File: src/rtl/sid_pkg.sv
`default_nettype none
// ----------------------------------------------------------------------------
// sid_pkg : shared bus widths, command word layout and sequencer FSM encodings
// Revision: 1.0
// ----------------------------------------------------------------------------
package sid_pkg;

  localparam int SID_ADDR_W = 5;
  localparam int SID_DATA_W = 8;

  // Command word is {DELAY, ADDR, DATA} with DATA in the least significant bits
  localparam int CMD_DATA_LSB  = 0;
  localparam int CMD_ADDR_LSB  = CMD_DATA_LSB + SID_DATA_W;
  localparam int CMD_DELAY_LSB = CMD_ADDR_LSB + SID_ADDR_W;
  localparam int CMD_FIXED_W   = SID_ADDR_W + SID_DATA_W;

  typedef enum logic [1:0] {
    SEQ_IDLE  = 2'd0,
    SEQ_WAIT  = 2'd1,
    SEQ_ISSUE = 2'd2
  } seq_state_t;

  function automatic int cmd_width(input int delay_w);
    return delay_w + CMD_FIXED_W;
  endfunction

endpackage
`default_nettype wire

File: src/rtl/sid_cmd_fifo.sv
`default_nettype none
// ----------------------------------------------------------------------------
// sid_cmd_fifo : synchronous first-word-fall-through FIFO for sequencer commands
// Revision: 1.0
// ----------------------------------------------------------------------------
module sid_cmd_fifo
  import sid_pkg::*;
#(
  parameter int WIDTH = 29,
  parameter int DEPTH = 16
) (
  input  logic             clk,
  input  logic             rst,
  input  logic             i_push,
  input  logic             i_pop,
  input  logic [WIDTH-1:0] i_din,
  output logic [WIDTH-1:0] o_dout,
  output logic             o_full,
  output logic             o_empty
);

  localparam int            c_ptr_w     = $clog2(DEPTH);
  localparam logic [c_ptr_w:0] c_depth_cnt = (c_ptr_w + 1)'(DEPTH);

  logic [WIDTH-1:0]   r_mem [DEPTH];
  logic [c_ptr_w-1:0] r_wr_ptr;
  logic [c_ptr_w-1:0] r_rd_ptr;
  logic [c_ptr_w:0]   r_count;
  logic               w_do_push;
  logic               w_do_pop;

  assign o_full    = (r_count == c_depth_cnt);
  assign o_empty   = (r_count == '0);
  // A push is refused whenever full, even if a pop frees a slot this cycle
  assign w_do_push = i_push && !o_full;
  assign w_do_pop  = i_pop && !o_empty;
  assign o_dout    = r_mem[r_rd_ptr];

  always_ff @(posedge clk) begin
    if (w_do_push) begin
      r_mem[r_wr_ptr] <= i_din;
    end
  end

  always_ff @(posedge clk or posedge rst) begin
    if (rst) begin
      r_wr_ptr <= '0;
      r_rd_ptr <= '0;
      r_count  <= '0;
    end else begin
      if (w_do_push) begin
        r_wr_ptr <= r_wr_ptr + c_ptr_w'(1);
      end
      if (w_do_pop) begin
        r_rd_ptr <= r_rd_ptr + c_ptr_w'(1);
      end
      case ({w_do_push, w_do_pop})
        2'b10:   r_count <= r_count + (c_ptr_w + 1)'(1);
        2'b01:   r_count <= r_count - (c_ptr_w + 1)'(1);
        default: r_count <= r_count;
      endcase
    end
  end

endmodule
`default_nettype wire

File: src/rtl/sid_write_sequencer.sv
`default_nettype none
// ----------------------------------------------------------------------------
// sid_write_sequencer : timed SID register write initiator; optional counters
// under SID_WRITE_SEQ_STATS_EN
// Revision: 1.0
// ----------------------------------------------------------------------------
module sid_write_sequencer
  import sid_pkg::*;
#(
  parameter int DEPTH   = 16,
  parameter int DELAY_W = 16
) (
  input  logic                  CLK,
  input  logic                  RST,
  input  logic                  CLKen,
  input  logic                  ENABLE,
  input  logic                  IN_VALID,
  output logic                  IN_READY,
  input  logic [DELAY_W-1:0]    IN_DELAY,
  input  logic [SID_ADDR_W-1:0] IN_ADDR,
  input  logic [SID_DATA_W-1:0] IN_DATA,
  output logic                  WR,
  output logic [SID_ADDR_W-1:0] ADDR,
  output logic [SID_DATA_W-1:0] DATA,
  output logic                  BUSY
`ifdef SID_WRITE_SEQ_STATS_EN
  ,
  output logic [15:0]           WR_COUNT,
  output logic                  UNDERRUN
`endif
);

  localparam int c_cmd_w = cmd_width(DELAY_W);

  logic [c_cmd_w-1:0]    w_cmd_in;
  logic [c_cmd_w-1:0]    w_head;
  logic                  w_full;
  logic                  w_empty;
  logic                  w_pop;
  logic [DELAY_W-1:0]    w_head_delay;
  logic [SID_ADDR_W-1:0] w_head_addr;
  logic [SID_DATA_W-1:0] w_head_data;

  seq_state_t            r_state;
  seq_state_t            w_state_nxt;
  logic [DELAY_W-1:0]    r_cnt;
  logic [DELAY_W-1:0]    w_cnt_nxt;
  logic [SID_ADDR_W-1:0] r_h_addr;
  logic [SID_ADDR_W-1:0] w_h_addr_nxt;
  logic [SID_DATA_W-1:0] r_h_data;
  logic [SID_DATA_W-1:0] w_h_data_nxt;
  logic [SID_ADDR_W-1:0] r_addr;
  logic [SID_ADDR_W-1:0] w_addr_nxt;
  logic [SID_DATA_W-1:0] r_data;
  logic [SID_DATA_W-1:0] w_data_nxt;

  assign w_cmd_in     = {IN_DELAY, IN_ADDR, IN_DATA};
  assign w_head_delay = w_head[CMD_DELAY_LSB +: DELAY_W];
  assign w_head_addr  = w_head[CMD_ADDR_LSB +: SID_ADDR_W];
  assign w_head_data  = w_head[CMD_DATA_LSB +: SID_DATA_W];

  sid_cmd_fifo #(
    .WIDTH (c_cmd_w),
    .DEPTH (DEPTH)
  ) u_fifo (
    .clk     (CLK),
    .rst     (RST),
    .i_push  (IN_VALID),
    .i_pop   (w_pop),
    .i_din   (w_cmd_in),
    .o_dout  (w_head),
    .o_full  (w_full),
    .o_empty (w_empty)
  );

  assign IN_READY = !w_full;
  assign BUSY     = !w_empty || (r_state != SEQ_IDLE);
  assign WR       = (r_state == SEQ_ISSUE);
  assign ADDR     = r_addr;
  assign DATA     = r_data;

  // The bus registers load only on entry to ISSUE so they keep the last write
  // while the next command is waiting out its delay.
  always_comb begin
    w_state_nxt  = r_state;
    w_cnt_nxt    = r_cnt;
    w_h_addr_nxt = r_h_addr;
    w_h_data_nxt = r_h_data;
    w_addr_nxt   = r_addr;
    w_data_nxt   = r_data;
    w_pop        = 1'b0;
    case (r_state)
      SEQ_IDLE: begin
        if (ENABLE && !w_empty) begin
          w_pop        = 1'b1;
          w_h_addr_nxt = w_head_addr;
          w_h_data_nxt = w_head_data;
          if (w_head_delay == '0) begin
            w_state_nxt = SEQ_ISSUE;
            w_cnt_nxt   = '0;
            w_addr_nxt  = w_head_addr;
            w_data_nxt  = w_head_data;
          end else begin
            w_state_nxt = SEQ_WAIT;
            w_cnt_nxt   = w_head_delay;
          end
        end
      end
      SEQ_WAIT: begin
        if (CLKen && ENABLE) begin
          // Treating zero like one keeps the counter from ever wrapping
          if (r_cnt <= DELAY_W'(1)) begin
            w_state_nxt = SEQ_ISSUE;
            w_cnt_nxt   = '0;
            w_addr_nxt  = r_h_addr;
            w_data_nxt  = r_h_data;
          end else begin
            w_cnt_nxt = r_cnt - DELAY_W'(1);
          end
        end
      end
      SEQ_ISSUE: begin
        w_state_nxt = SEQ_IDLE;
      end
      default: begin
        w_state_nxt = SEQ_IDLE;
      end
    endcase
  end

  always_ff @(posedge CLK or posedge RST) begin
    if (RST) begin
      r_state  <= SEQ_IDLE;
      r_cnt    <= '0;
      r_h_addr <= '0;
      r_h_data <= '0;
      r_addr   <= '0;
      r_data   <= '0;
    end else begin
      r_state  <= w_state_nxt;
      r_cnt    <= w_cnt_nxt;
      r_h_addr <= w_h_addr_nxt;
      r_h_data <= w_h_data_nxt;
      r_addr   <= w_addr_nxt;
      r_data   <= w_data_nxt;
    end
  end

`ifdef SID_WRITE_SEQ_STATS_EN
  logic [15:0] r_wr_count;
  logic        r_wr_seen;
  logic        r_underrun;

  always_ff @(posedge CLK or posedge RST) begin
    if (RST) begin
      r_wr_count <= '0;
      r_wr_seen  <= 1'b0;
      r_underrun <= 1'b0;
    end else begin
      if (r_state == SEQ_ISSUE) begin
        r_wr_count <= r_wr_count + 16'd1;
        r_wr_seen  <= 1'b1;
      end
      if ((r_state == SEQ_IDLE) && ENABLE && w_empty && r_wr_seen) begin
        r_underrun <= 1'b1;
      end
    end
  end

  assign WR_COUNT = r_wr_count;
  assign UNDERRUN = r_underrun;
`endif

endmodule
`default_nettype wire
File: config.mk
export PLATFORM = sky130hd
export DESIGN_NAME = sid_write_sequencer
export DESIGN_NICKNAME = d
export VERILOG_FILES = /design/src/rtl/sid_pkg.sv /design/src/rtl/sid_cmd_fifo.sv /design/src/rtl/sid_write_sequencer.sv
export SDC_FILE = /design/constraint.sdc
export NUM_CORES = 1
export LEC_CHECK = 0
export ABC_AREA = 1
export ABC_CLOCK_PERIOD_IN_PS = 3900
export CAP_MARGIN = 5
export CORE_MARGIN = 5
export CORE_UTILIZATION = 30
export DETAILED_ROUTE_END_ITERATION = 10
export MAX_ROUTING_LAYER = met4
export SLEW_MARGIN = 30
export SYNTH_ARGS = -nofsm -noshare
export SYNTH_HDL_FRONTEND = slang
export SYNTH_SLANG_ARGS = --single-unit
File: constraint.sdc
create_clock -name CLK -period 3.9 [get_ports CLK]
set_input_delay 0.585 -clock CLK [delete_from_list [all_inputs] [get_ports CLK]]
set_output_delay 0.585 -clock CLK [all_outputs]
set_load 0.02 [all_outputs]
==> results of run 1 <==
[cells by family (layout without fill, tap and decap cells)]
kind of cell	count (synthesis)	after routing	synth area share, %
AOI/OAI and AO/OA	242	242	6.356
xor gates and xnor gates	20	20	0.8126
adders and majority gates	10	10	0.5805
buffers and inverters	175	260	3.390
DFF	521	521	71.26
other	0	7	0
and+or+nand+nor	964	964	17.60
[path summary, 6_finish.rpt]
path / from / endpoint / cells past startpoint
setup / recovery: u_fifo.r_rd_ptr[0]$_DFFE_PP0P_ / r_state[1]$_DFFE_PP0P_ / 15
hold / removal: RST / u_fifo.r_count[0]$_DFFE_PP0P_ / 2
setup reg to reg: u_fifo.r_rd_ptr[0]$_DFFE_PP0P_ / r_state[1]$_DFFE_PP0P_ / 15
hold reg to reg: ADDR[0]$_DFFE_PP0P_ / ADDR[0]$_DFFE_PP0P_ / 2
max in group asynchronous: RST / r_h_data[6]$_DFFE_PP0N_ / 3
min in group CLK: ADDR[0]$_DFFE_PP0P_ / ADDR[0]$_DFFE_PP0P_ / 2
[power by group]
part | leakage, nW | switching (mW) | internal (mW)
clock | 0.734 | 2.00 | 2.55
sequential | 4.86 | 0.0346 | 6.11
combinational | 3.43 | 0.167 | 0.0808
total | 9.03 | 2.20 | 8.74
[state kept, by name, indices dropped and copies added, names as in the netlist]
signal           count
u_fifo.r_mem       464
r_cnt               16
DATA                 8
r_h_data             8
ADDR                 5
r_h_addr             5
u_fifo.r_count       5
u_fifo.r_rd_ptr      4
u_fifo.r_wr_ptr      4
r_state              2
[per-layer routing]
layer	routed length, um	global-route usage (%)	share of wire, %
met2	23590	20.65	44
met5	0	-	0
met4	1141	3.259	2.1
met3	3745	2.458	7.1
met1	24640	19.59	46
[placed cells by master, fill, tap and decap left out, drive strengths merged]
| cell type | Yosys | routed |
|---|---|---|
| clkinv | 3 | 17 |
| nand4 | 1 | 1 |
| clkbuf | 43 | 75 |
| o2111ai | 12 | 12 |
| inv | 74 | 73 |
| o221ai | 1 | 1 |
| clkdlybuf4s50 | 0 | 49 |
| o31ai | 2 | 2 |
| o22ai | 12 | 12 |
| xor2 | 16 | 16 |
| ha | 10 | 10 |
| a211oi | 1 | 1 |
| o21bai | 1 | 1 |
| dfrtp | 57 | 57 |
| a31oi | 8 | 8 |
| a22oi | 5 | 5 |
| nand2 | 588 | 588 |
| bufinv | 0 | 1 |
| o21ai | 109 | 109 |
| nor4 | 2 | 2 |
| o211ai | 25 | 25 |
| edfxtp | 464 | 464 |
| xnor2 | 4 | 4 |
| nor2 | 253 | 253 |
| a21oi | 66 | 66 |
| or2 | 4 | 4 |
| diode | 0 | 7 |
| nand3 | 113 | 113 |
| nor3 | 3 | 3 |
| buf | 55 | 42 |
| clkinvlp | 0 | 3 |
[through the flow]
step           utilization, %  instances  hold slack [ps]
2_1_floorplan               -       1932            449.2
3_3_place_gp            32.60       2872            460.9
3_5_place_dp            32.60       2872            465.1
4_1_cts                 34.74       2964            481.8
5_1_grt                 34.88       2974            499.1
6_report                34.88       2974            454.1
[cell type report]
class | instances | share of cell area, %
clock inverter | 17 | 0.4826
inverter | 77 | 1.191
multi-input combinational | 1236 | 22.43
sequential | 521 | 61.72
timing repair buffer | 91 | 3.679
clock buffer | 75 | 5.645
tap | 950 | 4.775
antenna | 7 | 0.07037
==> key figures, run 1 <==
Synthesis
  – Post-synth ARST share: a little over a tenth
  – Synth cell types: 33
  – Most repeated cell in the gate-level netlist after synthesis: nand2_1
  – Number of synthesized flops with an enable pin: 464
  – Sequential fraction of the synthesis area: 71.26%
  – Syn Area/Cell: 11.16 um^2
  – Yosys reg bits: 521
  – Yosys top cell by area: edfxtp_1
  – Post-synthesis net count: about 2000
  – Cells taking the most area after synthesis: edfxtp_1, nand2_1, dfrtp_1
  – Post-synth design cell area: ~22000 um^2
  – Number of instances in the synthesized netlist: ~1900
  – Ys Warns: 0
  – Share of the synthesized area in the top cell type: 64.64%
  – Flip-flop cell with the highest count after synthesis: edfxtp_1
  – Cell types with the highest counts after synthesis: nand2_1, edfxtp_1, nor2_1

Timing
  – Tmin final: 3091 ps
  – Endpoints failing setup: 0
  – Minimum setup slack in the final design: 808.5 ps
  – Slew HR: 36.68%
  – Clock skew after layout: approximately 26 ps
  – Worst-Margin Slew: around 950 ps
  – Number of pins exceeding their max-slew limit in the final report: 0
  – Final Cycle Share: 79.27%
  – Setup total negative slack: 0 ps
  – Fmax: ~0.32 GHz
  – Final hold violations: 0
  – Setup repair after global routing missed its margin: no

Setup path
  – Critical path capture point type: flop
  – Required arrival time at the worst endpoint: 4330 ps
  – Largest delay contributor family on the critical path: simple AND/OR/NAND/NOR gates
  – Largest stage delay, worst path: 540 ps
  – Crit Path Category: flop to flop
  – Launching element type of the critical path: flop
  – Data arrival time of the critical path: 3520 ps
  – Critical path's slowest cell: dfrtp_4
  – Library cell appearing most often on the critical path: nand2_1
  – Largest driver fanout on the critical path: 71
  – Critical path buffer and inverter count: 3
  – Cells traversed along the worst timing path: inv_6, buf_4, nand2_1, nand3_1, nand2_1, nor2_1, nand2_1, nand2_1, nor2_1, nand2_1, nor2_1, nand2_1, nand2_2, nand2_2, inv_1
  – Register-to-register path setup slack: 810 ps

Placed design
  – DP HPWL: 32420 um
  – Setup slack after placement: 798.0 ps
  – Buffers added on ports: 49
  – Standard cell area after detailed placement: about 23000 um^2
  – Global placer's final weighted congestion: 0.8290

Floorplan
  – Core region area: 71360 um^2
  – Chip Width: roughly 280 um
  – Ports placed on the boundary: 50
  – Placement row count: 98
  – Initial core utilization: 30.20%
  – Area of the die: just under 80000 um^2
  – Die Y-Extent: 278.0 um

Detailed routing
  – Antenna viol nets, final: 0
  – Routed vias: between 10000 and 15000
  – DR WL/cell: 17.86 um
  – Via/cell ratio: 4.685
  – First-pass DRT Iterations: 5
  – Drt drc: 0
  – Detailed router's first-iteration violation count: about 1400
  – DRT Wirelength: 53120 um

Cells and area
  – Ratio of cells with drive above 1 in the final layout: 6.792%
  – Area grow syn2layout: 15.48%
  – Seq. cell area: 15360 um^2
  – Combined area of the multi-input logic cells: 5584 um^2
  – Finished Cell Area: 24890 um^2
  – Nets: 2021
  – Fill cells: 6968

Power
  – Leak: 9.026 nW
  – Power, Total: between 10 and 15 mW
  – Pwr/cell area: 439.6 nW/um^2
  – Worst IR Drop VDD: 261.5 uV

Clock network
  – Insertion delay to the later sink of the worst-skew pair: between 500 and 600 ps
  – Num CTS Buffers: 50
  – CTS Root Cell: clkbuf_16
  – Clock-pin slew on the worst setup and hold paths: 60 ps
  – Post-CTS Hold Fix Bufs: 0
  – Total number of H-tree levels: 2
  – Post-CTS Setup Inserts: 0
  – Clock tree from TritonCTS: yes
  – Number of clock sinks: 521
  – Post-cts resize count: 0
  – Number of buffers between clock root and the deepest sink: 3

Run status
  – Result of the run: finished, final reports clean

GRT
  – Sum of overflow across all layers after global routing: 0
  – Vias in the first global route: 13400
  – Number of antenna violations at the first check in global routing: 11
  – Overall Global Routing Usage: 13.75%
  – First-pass GRT wire length: 82000 um
  – Maximum number of pins on one net before global-route repair: 82

Hold path
  – Type of the most critical hold path: input pin to asynchronous set/reset pin

Flow run
  – Number of violations of the max-capacitance limit: 0
Power figures use the tool's default switching activity.
==> run 2, diff against run 1 <==
--- a/config.mk
+++ b/config.mk
@@ -6,7 +6,7 @@
 export NUM_CORES = 1
 export LEC_CHECK = 0
 export ABC_AREA = 1
-export ABC_CLOCK_PERIOD_IN_PS = 3900
+export ABC_CLOCK_PERIOD_IN_PS = 3150
 export CAP_MARGIN = 5
 export CORE_MARGIN = 5
 export CORE_UTILIZATION = 30
==> constraint.sdc (replaced) <==
create_clock -name CLK -period 3.15 [get_ports CLK]
set_input_delay 0.4725 -clock CLK [delete_from_list [all_inputs] [get_ports CLK]]
set_output_delay 0.4725 -clock CLK [all_outputs]
set_load 0.02 [all_outputs]
==> key figures, run 2 (synthesis results as in run 1) <==
Run status
  – Result of the run: finished, final reports clean

Cells and area
  – Commonest non-fill, non-tap cell in the layout: nand2_1
  – Nets: 2035 (+0.69%)
  – Commonest cells after routing, fill and taps aside: nand2_1, edfxtp_1, nor2_1
  – Top Registers: u_fifo.r_mem (464), r_cnt (16)
  – Combined area of the multi-input logic cells: 5607 um^2 (+0.40%)
  – Non-filler cells, final: 2990 (+0.54%)
  – Ratio of cells with drive above 1 in the final layout: 7.912% (+1.1 points)
  – Area grow syn2layout: 17.55%
  – Seq. cell area: 15360 um^2 (unchanged)
  – Largest register by flop count: u_fifo.r_mem
  – Final core occ: 35.51% (+0.63 points)
  – Largest register FFs: 464 (unchanged)
  – Fill cells: 6908 (-0.86%)

Detailed routing
  – Antenna viol nets, final: 0 (unchanged)
  – Via/cell ratio: 4.708 (+0.50%)
  – DRT Wirelength: 53570 um (+0.85%)
  – Routed vias: 14080 (+1.0%)
  – First-pass DRT Iterations: 5 (unchanged)
  – Drt drc: 0 (unchanged)
  – DR WL/cell: 17.92 um (+0.31%)
  – Detailed router's first-iteration violation count: 1211 (-12%)

GRT
  – Sum of overflow across all layers after global routing: 0 (unchanged)
  – Overall Global Routing Usage: 13.89% (+0.14 points)
  – First-pass GRT wire length: 82420 um (+0.51%)
  – Maximum number of pins on one net before global-route repair: 68 (-17%)
  – Number of antenna violations at the first check in global routing: 5 (-6)
  – Vias in the first global route: 13560 (+1.2%)

Timing
  – Number of pins exceeding their max-slew limit in the final report: 0 (unchanged)
  – Fmax: 0.3446 GHz (+6.5%)
  – Final Cycle Share: 92.13% (+13 points)
  – Setup total negative slack: 0 ps (unchanged)
  – Final hold violations: 0 (unchanged)
  – Tmin final: 2902 ps (-189.4 ps)
  – Clock skew after layout: 15.56 ps (-10.67 ps)
  – Endpoints failing setup: 0 (unchanged)
  – Slew HR: 55.22% (+19 points)
  – Minimum setup slack in the final design: 248.0 ps (-560.6 ps)
  – Setup repair after global routing missed its margin: no
  – Worst-Margin Slew: 671.0 ps (-275.9 ps)

Flow run
  – Number of violations of the max-capacitance limit: 0 (unchanged)

Power
  – Pwr/cell area: 552.2 nW/um^2 (+26%)
  – Worst IR Drop VDD: 394.6 uV (+51%)
  – Leak: 9.232 nW (+2.3%)

Clock network
  – Post-cts resize count: 0 (unchanged)
  – CTS Root Cell: clkbuf_16
  – Post-CTS Setup Inserts: 0 (unchanged)
  – Num CTS Buffers: 52 (+4.0%)
  – Number of buffers between clock root and the deepest sink: 3 (unchanged)
  – Insertion delay to the later sink of the worst-skew pair: 610 ps (+40 ps)
  – Clock-pin slew on the worst setup and hold paths: 60 ps (about the same)
  – Total number of H-tree levels: 2 (unchanged)
  – Post-CTS Hold Fix Bufs: 0 (unchanged)
  – Clock tree from TritonCTS: yes
  – Number of clock sinks: 521 (unchanged)

Placed design
  – Setup slack after placement: 91.66 ps (-706.3 ps)
  – Global placer's final weighted congestion: 0.8061 (-2.8%)
  – Buffers added on ports: 49 (unchanged)
  – DP HPWL: 30290 um (-6.6%)
  – Number of placed cells counting well taps: 2887 (+0.52%)

Setup path
  – Largest driver fanout on the critical path: 6 (-92%)
  – Data arrival time of the critical path: 3430 ps (-90 ps)
  – Critical path capture point type: flop
  – End of the worst register-to-register path: u_fifo.r_count[4]$_DFFE_PP0P_
  – Cell count of the worst reg-to-reg path: 12 (-3)
  – Launching element type of the critical path: flop
  – Required arrival time at the worst endpoint: 3680 ps (-650 ps)
  – Register-to-register path setup slack: 250 ps (-560 ps)
  – Critical R2R Launch: u_fifo.r_count[0]$_DFFE_PP0P_
  – Crit Path Category: flop to flop

Floorplan
  – Area of the die: 77310 um^2 (unchanged)
  – Initial core utilization: 30.20% (unchanged)
  – Core region area: 71360 um^2 (unchanged)
  – Ports placed on the boundary: 50 (unchanged)
  – Die Y-Extent: 278.0 um (unchanged)
  – Placement row count: 98 (unchanged)
  – Chip Width: 278.0 um (unchanged)

Hold path
  – Type of the most critical hold path: input pin to asynchronous set/reset pin
==> run 2: per-layer routing <==
metal  vias to the layer above  share of wire, %  routed length, um  track usage, %
met5                         -                 0                  0               -
met4                         0               1.9               1039           3.601
met3                        71               5.8               3099           2.701
met2                       395                48              25710           22.22
met1                      6878                44              23720           18.35
li1                       6733                 -                  -               -
==> run 2: layout make-up <==
type | instances | area share [%]
clock inverter | 36 | 1.378
timing repair buffer | 103 | 4.671
multi-input combinational | 1236 | 22.13
clock buffer | 62 | 5.284
sequential | 521 | 60.63
inverter | 77 | 1.165
antenna | 5 | 0.04938
tap | 950 | 4.691
==> run 2: worst max path at each step <==
stage	slack, ps	from	cells after the start	to
2_1_floorplan	210	u_fifo.r_count[0]$_DFFE_PP0P_	15	u_fifo.r_count[4]$_DFFE_PP0P_
3_3_place_gp	250	ENABLE	12	u_fifo.r_count[4]$_DFFE_PP0P_
3_5_place_dp	90	u_fifo.r_count[0]$_DFFE_PP0P_	12	u_fifo.r_count[4]$_DFFE_PP0P_
4_1_cts	50	u_fifo.r_count[0]$_DFFE_PP0P_	12	u_fifo.r_count[4]$_DFFE_PP0P_
5_1_grt	50	u_fifo.r_count[0]$_DFFE_PP0P_	12	u_fifo.r_count[4]$_DFFE_PP0P_
6_report	250	u_fifo.r_count[0]$_DFFE_PP0P_	12	u_fifo.r_count[4]$_DFFE_PP0P_
==> run 2: per-stage QoR <==
step	hold slack [ps]	power, mW	area, um^2
after CTS	286.3	14.12	25310
after global routing	332.6	14.46	25340
after global placement	462.4	8.015	23620
after detailed placement	460.9	8.028	23620
after floorplan	449.2	7.869	21550
final	285.8	13.99	25340
==> run 2: power breakdown <==
group	internal (mW)	switching [mW]
Clock	3.47	2.64
Sequential	7.56	0.0429
Combinational	0.0994	0.176
==> run 2: critical path, cell delays in order, from the launching register on <==
cell,delay [ps]
dfrtp_1,460
nor4_4,350
nand2_1,130
nand2_2,130
ha_2,260
xor2_1,260
ha_1,220
a21oi_1,70
or2_2,330
o21ai_0,220
a21oi_1,110
o21ai_0,120
xor2_1,170
==> run 3, diff against run 2 <==
--- a/config.mk
+++ b/config.mk
@@ -9,7 +9,7 @@
 export ABC_CLOCK_PERIOD_IN_PS = 3150
 export CAP_MARGIN = 5
 export CORE_MARGIN = 5
-export CORE_UTILIZATION = 30
+export CORE_UTILIZATION = 40
 export DETAILED_ROUTE_END_ITERATION = 10
 export MAX_ROUTING_LAYER = met4
 export SLEW_MARGIN = 30
==> key figures, run 3 (synthesis results as in run 1) <==
Run status
  – Result of the run: finished, final reports clean

Cells and area
  – Nets: 2040 (+0.25%)
  – Ratio of cells with drive above 1 in the final layout: 7.745% (-0.17 points)
  – Fill cells: 4861 (-30%)
  – Area grow syn2layout: 15.50%
  – Top Registers: u_fifo.r_mem (464), r_cnt (16)
  – Commonest cells after routing, fill and taps aside: nand2_1, edfxtp_1, nor2_1
  – Largest register FFs: 464 (unchanged)
  – Largest register by flop count: u_fifo.r_mem
  – Commonest non-fill, non-tap cell in the layout: nand2_1

Clock network
  – Number of buffers between clock root and the deepest sink: 3 (unchanged)
  – CTS Root Cell: clkbuf_16
  – Insertion delay to the later sink of the worst-skew pair: 600 ps (about the same)
  – Clock-pin slew on the worst setup and hold paths: 60 ps (about the same)
  – Clock tree from TritonCTS: yes
  – Post-CTS Setup Inserts: 0 (unchanged)
  – Number of clock sinks: 521 (unchanged)
  – Post-CTS Hold Fix Bufs: 0 (unchanged)
  – Num CTS Buffers: 52 (unchanged)
  – Total number of H-tree levels: 2 (unchanged)

Power
  – Leak: 9.195 nW (-0.40%)
  – Worst IR Drop VDD: 370.5 uV (-6.1%)
  – Pwr/cell area: 555.0 nW/um^2 (+0.51%)
  – Power, Total: 13.82 mW (-1.2%)

GRT
  – Number of antenna violations at the first check in global routing: 1 (-4)
  – Vias in the first global route: 13420 (-1.0%)
  – Maximum number of pins on one net before global-route repair: 142 (+110%)
  – Overall Global Routing Usage: 18.22% (+4.3 points)
  – First-pass GRT wire length: 81430 um (-1.2%)
  – Sum of overflow across all layers after global routing: 0 (unchanged)

Floorplan
  – Die Y-Extent: 242.1 um (-13%)
  – Area of the die: 58630 um^2 (-24%)
  – Core region area: 53600 um^2 (-25%)
  – Initial core utilization: 40.21% (+10 points)
  – Chip Width: 242.1 um (-13%)
  – Placement row count: 85 (-13%)
  – Ports placed on the boundary: 50 (unchanged)

Timing
  – Final Cycle Share: 91.93% (-0.20 points)
  – Clock skew after layout: 18.46 ps (+2.900 ps)
  – Final hold violations: 0 (unchanged)
  – Worst-Margin Slew: 751.4 ps (+80.35 ps)
  – Final hold slack: 327.1 ps (+41.31 ps)
  – Number of pins exceeding their max-slew limit in the final report: 0 (unchanged)
  – Endpoints failing setup: 0 (unchanged)
  – Tmin final: 2896 ps (-6.314 ps)
  – Fmax: 0.3453 GHz (+0.22%)
  – Slew HR: 49.84% (-5.4 points)
  – Setup total negative slack: 0 ps (unchanged)

Setup path
  – Data arrival time of the critical path: 3420 ps (about the same)
  – Critical path capture point type: flop
  – Required arrival time at the worst endpoint: 3670 ps (about the same)
  – Launching element type of the critical path: flop
  – Largest driver fanout on the critical path: 6 (unchanged)
  – Crit Path Category: flop to flop

Detailed routing
  – Detailed router's first-iteration violation count: 1216 (+0.41%)
  – Via/cell ratio: 5.166 (+9.7%)
  – DRT Wirelength: 53180 um (-0.73%)
  – Antenna viol nets, final: 0 (unchanged)
  – Drt drc: 0 (unchanged)
  – DR WL/cell: 19.43 um (+8.4%)
  – Routed vias: 14140 (+0.45%)
  – First-pass DRT Iterations: 5 (unchanged)

Flow run
  – Number of violations of the max-capacitance limit: 0 (unchanged)

Placed design
  – DP HPWL: 29250 um (-3.4%)
  – Global placer's final weighted congestion: 0.7980 (-1.0%)
  – Buffers added on ports: 49 (unchanged)

Hold path
  – Type of the most critical hold path: input pin to asynchronous set/reset pin
run 3: worst paths after layout:
check | start | end | slack (ps) | depth (start not counted)
min in group CLK | DATA[1]$_DFFE_PP0P_ | DATA[1]$_DFFE_PP0P_ | 470 | 2
worst min register to register | DATA[1]$_DFFE_PP0P_ | DATA[1]$_DFFE_PP0P_ | 470 | 2
worst max register to register | u_fifo.r_count[0]$_DFFE_PP0P_ | u_fifo.r_count[4]$_DFFE_PP0P_ | 250 | 12
max in group asynchronous | RST | r_cnt[8]$_DFFE_PP0P_ | 2130 | 3
worst min-delay path | RST | r_state[0]$_DFFE_PP0P_ | 330 | 2
worst max-delay path | u_fifo.r_count[0]$_DFFE_PP0P_ | u_fifo.r_count[4]$_DFFE_PP0P_ | 250 | 12
run 3: what timing repair did:
item / 4_1_cts / 5_1_grt
gates resized for setup: 0 / 2
endpoints found under the setup margin: 0 / 1
endpoints found under the hold margin: 0 / 0
run 3: where the power goes:
| part | total [mW] | internal [mW] | switching [mW] |
|---|---|---|---|
| clock | 5.93 | 3.38 | 2.56 |
| sequential | 7.61 | 7.56 | 0.0441 |
| combinational | 0.275 | 0.0995 | 0.175 |
run 3: metal layers:
layer / share of wire [%] / track usage (%) / vias up
met5: 0 / - / -
met4: 2.0 / 4.599 / 0
met3: 6.2 / 2.615 / 79
met2: 46 / 28.16 / 411
met1: 45 / 25.77 / 6902
li1: - / - / 6748
run 3: final cells by class:
| class | count | area, um^2 | share of cell area (%) |
|---|---|---|---|
| clock inverters | 30 | 219.0 | 0.8795 |
| multi-input cells | 1236 | 5595 | 22.47 |
| flip-flops and latches | 521 | 15360 | 61.71 |
| inverters | 77 | 295.3 | 1.186 |
| clock buffers | 68 | 1404 | 5.639 |
| well taps | 696 | 870.8 | 3.498 |
| repair buffers | 108 | 1146 | 4.603 |
| diodes | 1 | 2.502 | 0.01005 |
run 3: per-stage QoR:
stage	utilization [%]	cells	area (um^2)	setup WS [ps]
final	46.45	2737	24900	254.3
after global routing	46.45	2737	24900	-12.59
after floorplan	-	1932	21550	207.7
after CTS	46.43	2736	24890	142.3
after detailed placement	43.40	2638	23260	163.0
after global placement	43.39	2638	23260	295.0
run 3: critical path, stage by stage (launching register included):
cell     delay (ps)
dfrtp_1         430
nor4_2          410
nand2_1         110
nand2_1         180
ha_2            290
xor2_1          210
ha_1            180
a21oi_1          50
or2_2           320
o21ai_0         260
a21oi_1         120
o21ai_0         110
xor2_1          160
